===== src/rtl/uart_tick_gen_pkg.sv =====
// -----------------------------------------------------------------------------
// uart_tick_gen_pkg
//   Shared constants and types for the UART tick generator.
//   - Default counter width and oversample ratio.
//   - Divisor constants for 9600 and 115200 baud from a 50 MHz system clock.
//   - calc_div(): rounded divisor for an arbitrary clock / baud / oversample.
//   - ticks_t: the three registered strobes as one bundle.
//   - apply_src_e: why a pending divisor is being committed this cycle.
// -----------------------------------------------------------------------------
package uart_tick_gen_pkg;

  localparam int CNT_W_DEF      = 16;
  localparam int OVERSAMPLE_DEF = 16;
  localparam int CLK_HZ_DEF     = 50_000_000;

  // Divisor = clk_hz / (baud * os), rounded to nearest.
  function automatic int calc_div(input int clk_hz, input int baud, input int os);
    int den;
    den = baud * os;
    return (clk_hz + den / 2) / den;
  endfunction

  // 50 MHz / (115200 * 16) = 27.13 -> 27
  localparam int DIV_115200_50M = calc_div(CLK_HZ_DEF, 115_200, OVERSAMPLE_DEF);
  // 50 MHz / (9600 * 16)   = 325.52 -> 326
  localparam int DIV_9600_50M   = calc_div(CLK_HZ_DEF, 9_600, OVERSAMPLE_DEF);

  typedef struct packed {
    logic os;       // oversample strobe
    logic mid;      // mid-bit strobe
    logic bit_end;  // bit-boundary strobe
  } ticks_t;

  // Reason a pending divisor gets committed; NONE means keep waiting.
  typedef enum logic [1:0] {
    APPLY_NONE    = 2'd0,
    APPLY_WRAP    = 2'd1,
    APPLY_RESTART = 2'd2,
    APPLY_IDLE    = 2'd3
  } apply_src_e;

endpackage : uart_tick_gen_pkg


===== src/rtl/uart_tick_gen_if.sv =====
// -----------------------------------------------------------------------------
// uart_tick_gen_if
//   Control / strobe bundle between the UART core and the tick generator.
//   master : the UART core (drives enable, divisor programming, restart;
//            consumes the strobes and the active divisor)
//   slave  : uart_tick_gen
//   Signals
//     enable        1      run (1) / idle with counters cleared (0)
//     div_val       CNT_W  divisor to program
//     div_load      1      one-cycle strobe, capture div_val into shadow
//     sync_restart  1      one-cycle strobe, realign phase (rx start edge)
//     tick_os       1      oversample strobe
//     tick_mid      1      mid-bit strobe
//     tick_bit      1      bit-end strobe
//     div_cur       CNT_W  divisor currently in use
// -----------------------------------------------------------------------------
interface uart_tick_gen_if
  import uart_tick_gen_pkg::*;
#(
  parameter int CNT_W = CNT_W_DEF
);

  logic             enable;
  logic [CNT_W-1:0] div_val;
  logic             div_load;
  logic             sync_restart;
  logic             tick_os;
  logic             tick_mid;
  logic             tick_bit;
  logic [CNT_W-1:0] div_cur;

  modport master (
    output enable,
    output div_val,
    output div_load,
    output sync_restart,
    input  tick_os,
    input  tick_mid,
    input  tick_bit,
    input  div_cur
  );

  modport slave (
    input  enable,
    input  div_val,
    input  div_load,
    input  sync_restart,
    output tick_os,
    output tick_mid,
    output tick_bit,
    output div_cur
  );

endinterface : uart_tick_gen_if


===== src/rtl/uart_tick_gen_tick_counter.sv =====
// -----------------------------------------------------------------------------
// tick_counter
//   Modulo counter 0..last with synchronous clear and count enable.
//   The terminal count is supplied as 'last' (modulus - 1) so a modulus equal
//   to 2**W still fits in W bits.
//   Ports
//     clk      in   1  system clock
//     reset_n  in   1  asynchronous active-low reset, counter -> 0
//     clr      in   1  synchronous clear, wins over en
//     en       in   1  advance by one this cycle
//     last     in   W  terminal count (modulus - 1)
//     cnt      out  W  current count
//     wrap     out  1  combinational: this enabled edge takes cnt from last to 0
// -----------------------------------------------------------------------------
module tick_counter #(
  parameter int W = 16
) (
  input  logic         clk,
  input  logic         reset_n,
  input  logic         clr,
  input  logic         en,
  input  logic [W-1:0] last,
  output logic [W-1:0] cnt,
  output logic         wrap
);

  logic [W-1:0] cnt_reg;
  logic [W-1:0] cnt_next;

  // '>=' rather than '==' so a count that somehow sits above the terminal
  // value still returns to zero on the next enabled edge instead of running
  // all the way round the W-bit range.
  assign wrap = en && !clr && (cnt_reg >= last);

  always_comb begin
    cnt_next = cnt_reg;
    if (clr) begin
      cnt_next = '0;
    end else if (en) begin
      cnt_next = wrap ? '0 : cnt_reg + W'(1);
    end
  end

  always_ff @(posedge clk or negedge reset_n) begin
    if (!reset_n) begin
      cnt_reg <= '0;
    end else begin
      cnt_reg <= cnt_next;
    end
  end

  assign cnt = cnt_reg;

endmodule : tick_counter


===== src/rtl/uart_tick_gen.sv =====
// -----------------------------------------------------------------------------
// uart_tick_gen
//   Runtime-programmable baud tick generator for uart_rx / uart_tx.
//   A base counter divides clk by N = max(div_cur, 1); every wrap produces one
//   oversample strobe. A second counter counts those strobes modulo OVERSAMPLE
//   to place the mid-bit and bit-end strobes. All strobes are registered and
//   exactly one clk cycle wide.
//
//   The divisor is double-buffered: div_load fills a shadow register and the
//   shadow only reaches div_cur at a point where the base counter is zero
//   anyway (regular wrap, sync_restart, or while disabled). A reload therefore
//   never shortens or stretches the period in progress and never emits an
//   extra strobe.
//
//   Parameters
//     CNT_W        width of divisor and base counter
//     OVERSAMPLE   tick_os strobes per bit, 2..256
//     DEFAULT_DIV  divisor loaded by reset
//   Ports
//     clk      in  system clock, posedge
//     reset_n  in  asynchronous active-low reset
//     bus      uart_tick_gen_if.slave (controls in, strobes/div_cur out)
// -----------------------------------------------------------------------------
module uart_tick_gen
  import uart_tick_gen_pkg::*;
#(
  parameter int CNT_W       = CNT_W_DEF,
  parameter int OVERSAMPLE  = OVERSAMPLE_DEF,
  parameter int DEFAULT_DIV = DIV_115200_50M
) (
  input  logic            clk,
  input  logic            reset_n,
  uart_tick_gen_if.slave  bus
);

  // os_cnt only has to reach OVERSAMPLE-1, so $clog2 is exactly enough
  // (16 -> 4 bits, 256 -> 8 bits).
  localparam int OS_W = (OVERSAMPLE > 2) ? $clog2(OVERSAMPLE) : 1;

  localparam logic [OS_W-1:0]  OS_LAST     = OS_W'(OVERSAMPLE - 1);
  localparam logic [OS_W-1:0]  OS_MID_LAST = OS_W'(OVERSAMPLE / 2 - 1);
  localparam logic [CNT_W-1:0] DIV_RST     = CNT_W'(DEFAULT_DIV);

  // ---------------------------------------------------------------------------
  // Divisor registers
  // ---------------------------------------------------------------------------
  logic [CNT_W-1:0] shadow_reg;
  logic [CNT_W-1:0] shadow_next;
  logic             pend_reg;
  logic             pend_next;
  logic [CNT_W-1:0] div_cur_reg;
  logic [CNT_W-1:0] div_cur_next;

  // ---------------------------------------------------------------------------
  // Counter plumbing
  // ---------------------------------------------------------------------------
  logic [CNT_W-1:0] cnt_last;
  logic             cnt_clr;
  logic             cnt_wrap;
  logic [CNT_W-1:0] base_cnt_unused;
  logic [OS_W-1:0]  os_cnt;
  logic             os_wrap;

  apply_src_e       apply_src;

  // ---------------------------------------------------------------------------
  // Strobe registers
  // ---------------------------------------------------------------------------
  ticks_t           ticks_reg;
  ticks_t           ticks_next;

  // Divisor 0 behaves as 1: terminal count 0, so the base counter wraps on
  // every enabled edge.
  always_comb begin
    cnt_last = '0;
    if (div_cur_reg != '0) begin
      cnt_last = div_cur_reg - CNT_W'(1);
    end
  end

  // Idle and restart both park the counters at zero; restart has to lose to
  // enable=0 but that falls out naturally because both clear.
  assign cnt_clr = !bus.enable || bus.sync_restart;

  tick_counter #(
    .W (CNT_W)
  ) u_base_cnt (
    .clk     (clk),
    .reset_n (reset_n),
    .clr     (cnt_clr),
    .en      (bus.enable),
    .last    (cnt_last),
    .cnt     (base_cnt_unused),
    .wrap    (cnt_wrap)
  );

  // Advances once per oversample period; its own wrap marks the bit end.
  tick_counter #(
    .W (OS_W)
  ) u_os_cnt (
    .clk     (clk),
    .reset_n (reset_n),
    .clr     (cnt_clr),
    .en      (cnt_wrap),
    .last    (OS_LAST),
    .cnt     (os_cnt),
    .wrap    (os_wrap)
  );

  // ---------------------------------------------------------------------------
  // Commit point for a pending divisor, in priority order.
  // ---------------------------------------------------------------------------
  always_comb begin
    apply_src = APPLY_NONE;
    if (!bus.enable) begin
      apply_src = APPLY_IDLE;
    end else if (bus.sync_restart) begin
      apply_src = APPLY_RESTART;
    end else if (cnt_wrap) begin
      apply_src = APPLY_WRAP;
    end
  end

  // A load on the same edge as a commit is folded in first, so the freshly
  // presented div_val is what gets committed. Repeated loads before a commit
  // simply overwrite the shadow.
  always_comb begin
    shadow_next  = shadow_reg;
    pend_next    = pend_reg;
    div_cur_next = div_cur_reg;
    if (bus.div_load) begin
      shadow_next = bus.div_val;
      pend_next   = 1'b1;
    end
    if ((apply_src != APPLY_NONE) && pend_next) begin
      div_cur_next = shadow_next;
      pend_next    = 1'b0;
    end
  end

  always_ff @(posedge clk or negedge reset_n) begin
    if (!reset_n) begin
      shadow_reg  <= DIV_RST;
      pend_reg    <= 1'b0;
      div_cur_reg <= DIV_RST;
    end else begin
      shadow_reg  <= shadow_next;
      pend_reg    <= pend_next;
      div_cur_reg <= div_cur_next;
    end
  end

  // ---------------------------------------------------------------------------
  // Strobe generation. Restart and idle force all strobes low for the
  // following cycle, even if the base counter happened to be at its terminal
  // count on that edge.
  // ---------------------------------------------------------------------------
  always_comb begin
    ticks_next = '0;
    if (bus.enable && !bus.sync_restart) begin
      ticks_next.os      = cnt_wrap;
      ticks_next.mid     = cnt_wrap && (os_cnt == OS_MID_LAST);
      ticks_next.bit_end = os_wrap;
    end
  end

  always_ff @(posedge clk or negedge reset_n) begin
    if (!reset_n) begin
      ticks_reg <= '0;
    end else begin
      ticks_reg <= ticks_next;
    end
  end

  assign bus.tick_os  = ticks_reg.os;
  assign bus.tick_mid = ticks_reg.mid;
  assign bus.tick_bit = ticks_reg.bit_end;
  assign bus.div_cur  = div_cur_reg;

endmodule : uart_tick_gen


===== src/flat_wrapper.sv =====
// flat-port wrapper written by rule: the top's interface ports become plain ports
module uart_tick_gen_flat import uart_tick_gen_pkg::*;
#(
  parameter int CNT_W       = CNT_W_DEF,
  parameter int OVERSAMPLE  = OVERSAMPLE_DEF,
  parameter int DEFAULT_DIV = DIV_115200_50M
)
  (clk, reset_n, bus_enable, bus_div_val, bus_div_load, bus_sync_restart, bus_tick_os, bus_tick_mid, bus_tick_bit, bus_div_cur);
  uart_tick_gen_if #(.CNT_W(CNT_W)) bus_i ();
  input  logic clk;
  input  logic reset_n;
  input wire logic [$bits(bus_i.enable)-1:0] bus_enable;
  input wire logic [$bits(bus_i.div_val)-1:0] bus_div_val;
  input wire logic [$bits(bus_i.div_load)-1:0] bus_div_load;
  input wire logic [$bits(bus_i.sync_restart)-1:0] bus_sync_restart;
  output wire logic [$bits(bus_i.tick_os)-1:0] bus_tick_os;
  output wire logic [$bits(bus_i.tick_mid)-1:0] bus_tick_mid;
  output wire logic [$bits(bus_i.tick_bit)-1:0] bus_tick_bit;
  output wire logic [$bits(bus_i.div_cur)-1:0] bus_div_cur;
  assign bus_i.enable = bus_enable;
  assign bus_i.div_val = bus_div_val;
  assign bus_i.div_load = bus_div_load;
  assign bus_i.sync_restart = bus_sync_restart;
  assign bus_tick_os = bus_i.tick_os;
  assign bus_tick_mid = bus_i.tick_mid;
  assign bus_tick_bit = bus_i.tick_bit;
  assign bus_div_cur = bus_i.div_cur;
  uart_tick_gen #(.CNT_W(CNT_W), .OVERSAMPLE(OVERSAMPLE), .DEFAULT_DIV(DEFAULT_DIV)) u_core (.clk(clk), .reset_n(reset_n), .bus(bus_i));
endmodule

===== config.mk =====
export PLATFORM = sky130hd
export DESIGN_NAME = uart_tick_gen_flat
export DESIGN_NICKNAME = d
export VERILOG_FILES = /design/src/rtl/uart_tick_gen_pkg.sv /design/src/rtl/uart_tick_gen_if.sv /design/src/rtl/uart_tick_gen_tick_counter.sv /design/src/rtl/uart_tick_gen.sv /design/src/flat_wrapper.sv
export SDC_FILE = /design/constraint.sdc
export NUM_CORES = 1
export LEC_CHECK = 0
export ABC_AREA = 1
export BUFFER_PORTS_ARGS = -buffer_cell sky130_fd_sc_hd__buf_4
export CORE_MARGIN = 2
export CORE_UTILIZATION = 50
export CTS_BUF_LIST = sky130_fd_sc_hd__clkbuf_8
export CTS_CLUSTER_DIAMETER = 150
export DETAILED_ROUTE_END_ITERATION = 8
export PLACE_DENSITY = 0.7
export SYNTH_ARGS = -nofsm -noshare
export SYNTH_HDL_FRONTEND = slang
export SYNTH_SLANG_ARGS = --single-unit

===== constraint.sdc =====
create_clock -name clk -period 3 [get_ports clk]
set_clock_uncertainty 0.05 [all_clocks]
set_input_delay 0.3 -clock clk [delete_from_list [all_inputs] [get_ports clk]]
set_output_delay 0.3 -clock clk [all_outputs]
set_load 0.05 [all_outputs]

==> flow_summary_export.csv, run 1 <==
group,metric,value,unit
yosys,synth.yosys.warnings,0,
yosys,synth_nets,457,
timing,worst_pin_slew,693.5,ps
floorplan,io_pins,40,
clock_network,cts-htree-levels,2,
yosys,ys.flop_type,"dfrtp_1",
run_status,failed_checks,"hold timing",
global_route,grt_pass1_wl,11.47,mm
place,hpwl,4.817,mm
setup_path,critPathKind,"reg2reg",
yosys,synth_edf_count,0,
setup_path,reg2reg_depth,19,
timing,rsz0062_at_grt,"yes",
timing,fmax,0.3416,GHz
setup_path,rrSetupSlack,70,ps
clock_network,clk_latency,310,ps
yosys,synth_top_cells_by_area,"dfrtp_1, nand2_1, ha_1",
setup_path,cp-end-kind,"register",
finish,multi_input_area,1654,sq um
clock_network,cts.path.max_buffers,2,
route,dr_total_vias,2727,
yosys,synth_most_common_cell,"nand2_1",
finish,antennaDiodeCount,0,
route,routed.top_layer,"met4",
finish,final_util,0.6211,
setup_path,r2r_end,"u_core.bus.div_cur[2]$_DFFE_PN0P_",
timing,finalHoldViolCount,43,
floorplan,die_x,84.46,microns
setup_path,reg2reg_from,"u_core.bus.div_cur[2]$_DFFE_PN0P_",
floorplan,die_area,7133,sq um
place,gp_congestion,0.8596,
route,drt_first_pass_iters,4,
finish,seq_area,1413,sq um
job,maxCapViolCount,0,
floorplan,initial_core_util,0.5127,
floorplan,core,6314,sq um
clock_network,clk_pin_slew,100,ps
power_and_ir_drop,peakVddDrop,307.0,uV
route,antenna_left,0,
yosys,syn_area,3237,sq um
route,wl_met1,3.287,mm
yosys,synth_xor_area_frac,0.04329,
floorplan,die_h,84.46,microns
global_route,gr-total-overflow,0,
setup_path,crit_arrival,3080,ps
yosys,yosysSeqAreaShare,0.4360,
run_status,status,"finished with violations",
yosys,synth_top_area_share,0.3711,
yosys,ys_top_cells_by_count,"nand2_1, dfrtp_1, nor2_1",
place,io_buffers,39,
finish,areaGrowthSynthToFinish,21.14,%
place,placedCellCount,528,
route,drt_iter0_markers,118,
finish,fin_nets,511,
min_path,worstHoldPathType,"in2async",
clock_network,cts.sink_count,56,
finish,stdcell_count,548,
global_route,grt_usage,0.1934,
yosys,yosysUniqueCellTypes,30,
power_and_ir_drop,leakage,2.052,nW
yosys,synth_fa_ha_area_frac,0.07731,
floorplan,fp-row-count,29,
yosys,synthSimpleGateAreaFrac,0.3440,
yosys,ys_ff_latch,56,
setup_path,critPathMaxFanout,8,
power_and_ir_drop,power,1.958,mW
clock_network,cts_tree,"built",
yosys,syn-instance-count,416,
global_route,grt_antenna_before_repair,0,
timing,slew_viol_final,0,
yosys,yosys.area.top_type,"dfrtp_1",
route,routed-wl-met2,3.361,mm
route,wire_per_inst,12.61,microns
timing,relSlewSlack,0.5377,
global_route,grt_pass1_vias,2591,
global_route,grt_max_degree,57,
route,wl,6.911,mm
setup_path,critPathLaunchType,"register",
clock_network,cts_buffers,5,
route,drt-vias-per-instance,4.976,
route,drc,0,
setup_path,required,3160,ps
finish,drive_gt1_frac,0.2314,
yosys,synth.area.mux_share,0,
yosys,synth_top_family_by_area,"simple AND/OR/NAND/NOR gates",
clock_network,root_buffer,"clkbuf_8",
power_and_ir_drop,power_density,499.3,nW/um^2
timing,fin_crit,2928,ps
yosys,async_flop_share,1.000,
route,wl_met3,208,microns
yosys,synth_compound_gate_area_share,0.03015,
timing,finalSetupViolCount,0,
finish,fill_cells,598,
yosys,synth.avg_cell_area,7.781,sq um
timing,post-route-period-util,0.9759,
timing,whs,-20.72,ps
## metal layers
layer | global-route usage | vias to the layer above
met2 | 0.3348 | 51
met4 | 0.03752 | 0
li1 | - | 1419
met1 | 0.2590 | 1253
met5 | 0 | -
met3 | 0.03245 | 4
## kinds of logic (layout without fill, tap and decap cells)
kind of cell / after synthesis / after routing
AND/OR/NAND/NOR: 253 / 253
flip-flops: 56 / 56
buffers and inverters: 52 / 107
adder cells (fa/ha/maj): 20 / 20
AO/OA/AOI/OAI: 19 / 19
XOR/XNOR: 16 / 16
## timing repair
action / CTS / global route
setup endpoints to repair: 0 / 39
buffers inserted: 0 / 10
hold buffers: 0 / 0
gates resized for setup: 0 / 21
## layout make-up
class                      count  share of cell area
sequential                    56              0.3602
timing repair buffer          55              0.1193
multi-input combinational    308              0.4218
tap                           77             0.02457
inverter                      44             0.04563
clock buffer                   5             0.01755
clock inverter                 3             0.01085
## critical path: stages, from the launching register on
cell	delay, ps
dfrtp_2	460
nor2_2	130
nand2_2	80
nor2_2	120
nand2_2	80
nor2_4	160
nand2_4	80
nor2_4	110
buf_4	120
nand2_1	40
nand2_1	70
nand3_2	60
ha_1	320
a21oi_1	140
o21ai_1	80
nor2_2	150
nand3_4	210
clkbuf_16	240
nand3_1	70
nand2_1	70
## layout by cell type, fill, tap and decap left out
| master | instances |
|---|---|
| a21o_1 | 1 |
| nand3_4 | 1 |
| xor2_1 | 12 |
| clkbuf_8 | 5 |
| nor2_2 | 8 |
| buf_8 | 1 |
| inv_1 | 33 |
| ha_2 | 1 |
| ha_1 | 19 |
| o21ai_0 | 3 |
| and2_1 | 1 |
| nand3_2 | 3 |
| or2_1 | 3 |
| nand2_8 | 1 |
| dfrtp_2 | 1 |
| o21ai_1 | 6 |
| nand2_1 | 135 |
| nand2_2 | 6 |
| dfrtp_1 | 47 |
| nor3_1 | 8 |
| nand2_4 | 1 |
| buf_12 | 1 |
| nand3b_1 | 3 |
| bufinv_8 | 1 |
| a21oi_1 | 8 |
| inv_6 | 1 |
| a21oi_2 | 1 |
| clkbuf_16 | 2 |
| nor2_1 | 39 |
| nand4_1 | 8 |
| bufinv_16 | 1 |
| inv_2 | 11 |
| dfstp_2 | 8 |
| nor4_1 | 1 |
| xnor2_1 | 4 |
| nand3_1 | 31 |
| buf_4 | 51 |
| or2_4 | 1 |
| nor2_4 | 2 |
| nor3_2 | 1 |
## where the power goes
group	internal, mW	switching, mW
clock network	0.249	0.251
registers	0.816	0.0538
logic	0.224	0.364
total	1.29	0.668
## metrics by stage
stage	area, sq um	worst slack [ps]	TNS [ps]
global placement	3611	254.0	0
detailed placement	3611	168.1	0
CTS	3722	150.3	0
floorplan	3237	125.4	0
finish	3921	72.32	0
global route	3921	-82.41	-1562
## how the worst max path moves through the flow
stage,start,endpoint,slack (ps),cells after the start
floorplan,u_core.bus.div_cur[0]$_DFFE_PN1P_,u_core.bus.div_cur[11]$_DFFE_PN0P_,130,17
global placement,u_core.bus.div_cur[9]$_DFFE_PN0P_,u_core.bus.div_cur[11]$_DFFE_PN0P_,250,17
detailed placement,u_core.bus.div_cur[0]$_DFFE_PN1P_,u_core.bus.div_cur[2]$_DFFE_PN0P_,170,17
CTS,u_core.bus.div_cur[0]$_DFFE_PN1P_,u_core.bus.div_cur[2]$_DFFE_PN0P_,150,17
global route,u_core.bus.div_cur[4]$_DFFE_PN1P_,u_core.bus.div_cur[7]$_DFFE_PN0P_,-80,19
finish,u_core.bus.div_cur[2]$_DFFE_PN0P_,u_core.bus.div_cur[2]$_DFFE_PN0P_,70,19
(Power assumes the default switching activity.)
==> run 2, diff against run 1 <==
- ABC_AREA: 1 -> 0
- CORE_MARGIN: 2 -> 5
==> flow_summary_export.csv, run 2 <==
group,metric,value,unit
run_status,status,"finished with violations",
run_status,failed_checks,"hold timing, setup timing",
timing,layout_setup_ws,-650.1,ps
global_route,grt_pass1_vias,2398,
timing,whs,-15.85,ps
timing,finalSetupViolCount,40,
yosys,yosysSeqAreaShare,0.4530,
route,drt_iter0_markers,74,
place,placedCellCount,421,
clock_network,root_buffer,"clkbuf_8",
floorplan,die_area,7909,sq um
power_and_ir_drop,p_sw_frac,0.3354,
yosys,synth_most_common_cell,"dfrtp_1",
finish,areaGrowthSynthToFinish,27.79,%
global_route,grt_pass1_wl,10.92,mm
yosys,yosys.area.top_type,"dfrtp_1",
route,drt-vias-per-instance,5.306,
power_and_ir_drop,p_int,1.321,mW
route,wl,6.441,mm
setup_path,rrSetupSlack,-650,ps
floorplan,die_x,88.94,microns
yosys,ys_top_cells_by_count,"dfrtp_1, nor2_1, nand2_1",
yosys,async_flop_share,1.000,
setup_path,critPathLaunchType,"register",
yosys,yosysUniqueCellTypes,44,
timing,rsz0062_at_grt,"yes",
timing,slew_viol_final,0,
finish,drive_gt1_frac,0.4230,
finish,final_common_cell,"buf_4",
power_and_ir_drop,power_switching,666.7,uW
clock_network,cts_tree,"built",
route,wire_per_inst,14.91,microns
global_route,grt_usage,0.1758,
global_route,grt_antenna_before_repair,0,
place,hpwl,4.662,mm
setup_path,crit_arrival,3790,ps
clock_network,cts.sink_count,56,
yosys,synth_top_cells_by_area,"dfrtp_1, ha_1, mux2_2",
yosys,synth_top_area_share,0.3855,
yosys,ys.flop_type,"dfrtp_1",
finish,final_util,0.6646,
min_path,worstHoldPathType,"in2async",
place,pre_cts_ws,-675.8,ps
global_route,grt_max_degree,57,
finish,mostFrequentLayoutCells,"buf_4, dfrtp_1, nor2_1, nand2_1, ha_1",
yosys,synth_nets,319,
route,drt_first_pass_iters,4,
timing,relSlewSlack,0.5328,
yosys,syn_area,3115,sq um
power_and_ir_drop,clkPwrFrac,0.197,
power_and_ir_drop,power_density,499.2,nW/um^2
power_and_ir_drop,leakage,1.857,nW
finish,antennaDiodeCount,0,
finish,fill_cells,454,
timing,post-route-period-util,1.217,
setup_path,critPathKind,"reg2reg",
setup_path,cp-end-kind,"register",
place,io_buffers,39,
yosys,synth.avg_cell_area,11.21,sq um
power_and_ir_drop,peakVddDrop,318.3,uV
yosys,synth.yosys.warnings,0,
finish,fin_nets,397,
route,dr_total_vias,2292,
timing,fmax,0.2740,GHz
setup_path,required,3140,ps
clock_network,clk_pin_slew,90,ps
timing,finalHoldViolCount,19,
floorplan,core,5991,sq um
route,antenna_left,0,
timing,fin_crit,3650,ps
yosys,synth_edf_count,0,
floorplan,initial_core_util,0.5201,
floorplan,io_pins,40,
clock_network,cts.path.max_buffers,2,
clock_network,cts_buffers,5,
floorplan,fp-row-count,28,
clock_network,cts-htree-levels,2,
place,gp_congestion,0.8571,
yosys,syn-instance-count,278,
power_and_ir_drop,power.share.combinational,0.364,
route,drc,0,
global_route,gr-total-overflow,0,
power_and_ir_drop,seqPwrFrac,0.439,
setup_path,critPathMaxFanout,8,
yosys,ys_ff_latch,56,
finish,stdcell_count,432,
clock_network,clk_latency,310,ps
job,maxCapViolCount,0,
timing,worst_pin_slew,700.8,ps
floorplan,die_h,88.94,microns
-- run 2: changes by cell type after synthesis, sizes merged, moves of 12 or more --
cell and change:
nor2 -19, inv -36, nand2 -119, nand3 -25, xnor2 +12, mux2 +32
-- run 2: power groups by stage --
stage	sequential, mW	clock [mW]	combinational, mW
after floorplan	1.06	0	0.244
after global placement	0.882	0	0.679
after detailed placement	0.885	0	0.688
after CTS	0.873	0.410	0.704
after global routing	0.882	0.446	0.780
final	0.873	0.392	0.723
-- run 2: area by class of cell --
cell class	instances	area (sq um)	share of cell area
Multi-Input combinational cell	208	1735	0.4359
Sequential cell	56	1418	0.3561
Timing Repair Buffer	78	626.9	0.1574
Tap cell	75	93.84	0.02357
Clock buffer	5	68.82	0.01728
Inverter	7	26.28	0.006600
Clock inverter	3	12.51	0.003143
-- run 2: final timing paths --
path                                                         from                           endpoint  cells after the start
worst min-delay path                                      reset_n     u_core.shadow_reg[8]$_DFF_PN0_                      1
worst max-delay path            u_core.bus.div_cur[5]$_DFFE_PN0P_  u_core.bus.div_cur[2]$_DFFE_PN0P_                     12
max in group asynchronous                                 reset_n  u_core.bus.div_cur[5]$_DFFE_PN0P_                      1
min in group clk                                   bus_div_val[7]     u_core.shadow_reg[7]$_DFF_PN0_                      2
worst max register to register  u_core.bus.div_cur[5]$_DFFE_PN0P_  u_core.bus.div_cur[2]$_DFFE_PN0P_                     12
worst min register to register     u_core.shadow_reg[2]$_DFF_PN0_     u_core.shadow_reg[2]$_DFF_PN0_                      1
-- run 2: what timing repair did --
item	CTS	global route
endpoints found under the setup margin	40	40
endpoints found under the hold margin	0	0
buffers inserted	0	2
hold buffers	0	0
cloned	0	1
pin swaps	1	3
resized for setup	11	11
-- run 2: kinds of logic after synthesis --
group / after synthesis / synth area share
muxes: 33 / 0.1309
xor gates and xnor gates: 28 / 0.07871
DFF: 56 / 0.4530
adders and majority gates: 20 / 0.08032
buffers and inverters: 14 / 0.02972
and+or+nand+nor: 103 / 0.1631
AOI/OAI and AO/OA: 24 / 0.06426
-- run 2: stage by stage --
stage	total power, mW	cell area, sq um	TNS, ps
floorplan	1.301	3169	-24640
global placement	1.561	3766	-22350
detailed placement	1.572	3766	-22790
CTS	1.986	3896	-20350
global route	2.108	3981	-27170
finish	1.988	3981	-21320
-- run 2: metal layers --
layer  global-route usage  wire, microns  vias up
met5                    0              0        -
met4              0.04330             68        0
met3              0.04700            314       12
met2               0.2915           3121       67
met1               0.2306           2937     1084
li1                     -              -     1129
-- run 2: critical path: stages (launching register included) --
cell       delay [ps]
dfrtp_2           410
or4_4             510
or3_4             380
nor3_2            150
xor2_1            150
nand2_1            80
ha_1              280
and2_4            170
a221o_1           340
a221oi_4          340
a31oi_4           170
clkbuf_16         200
mux2_4            290
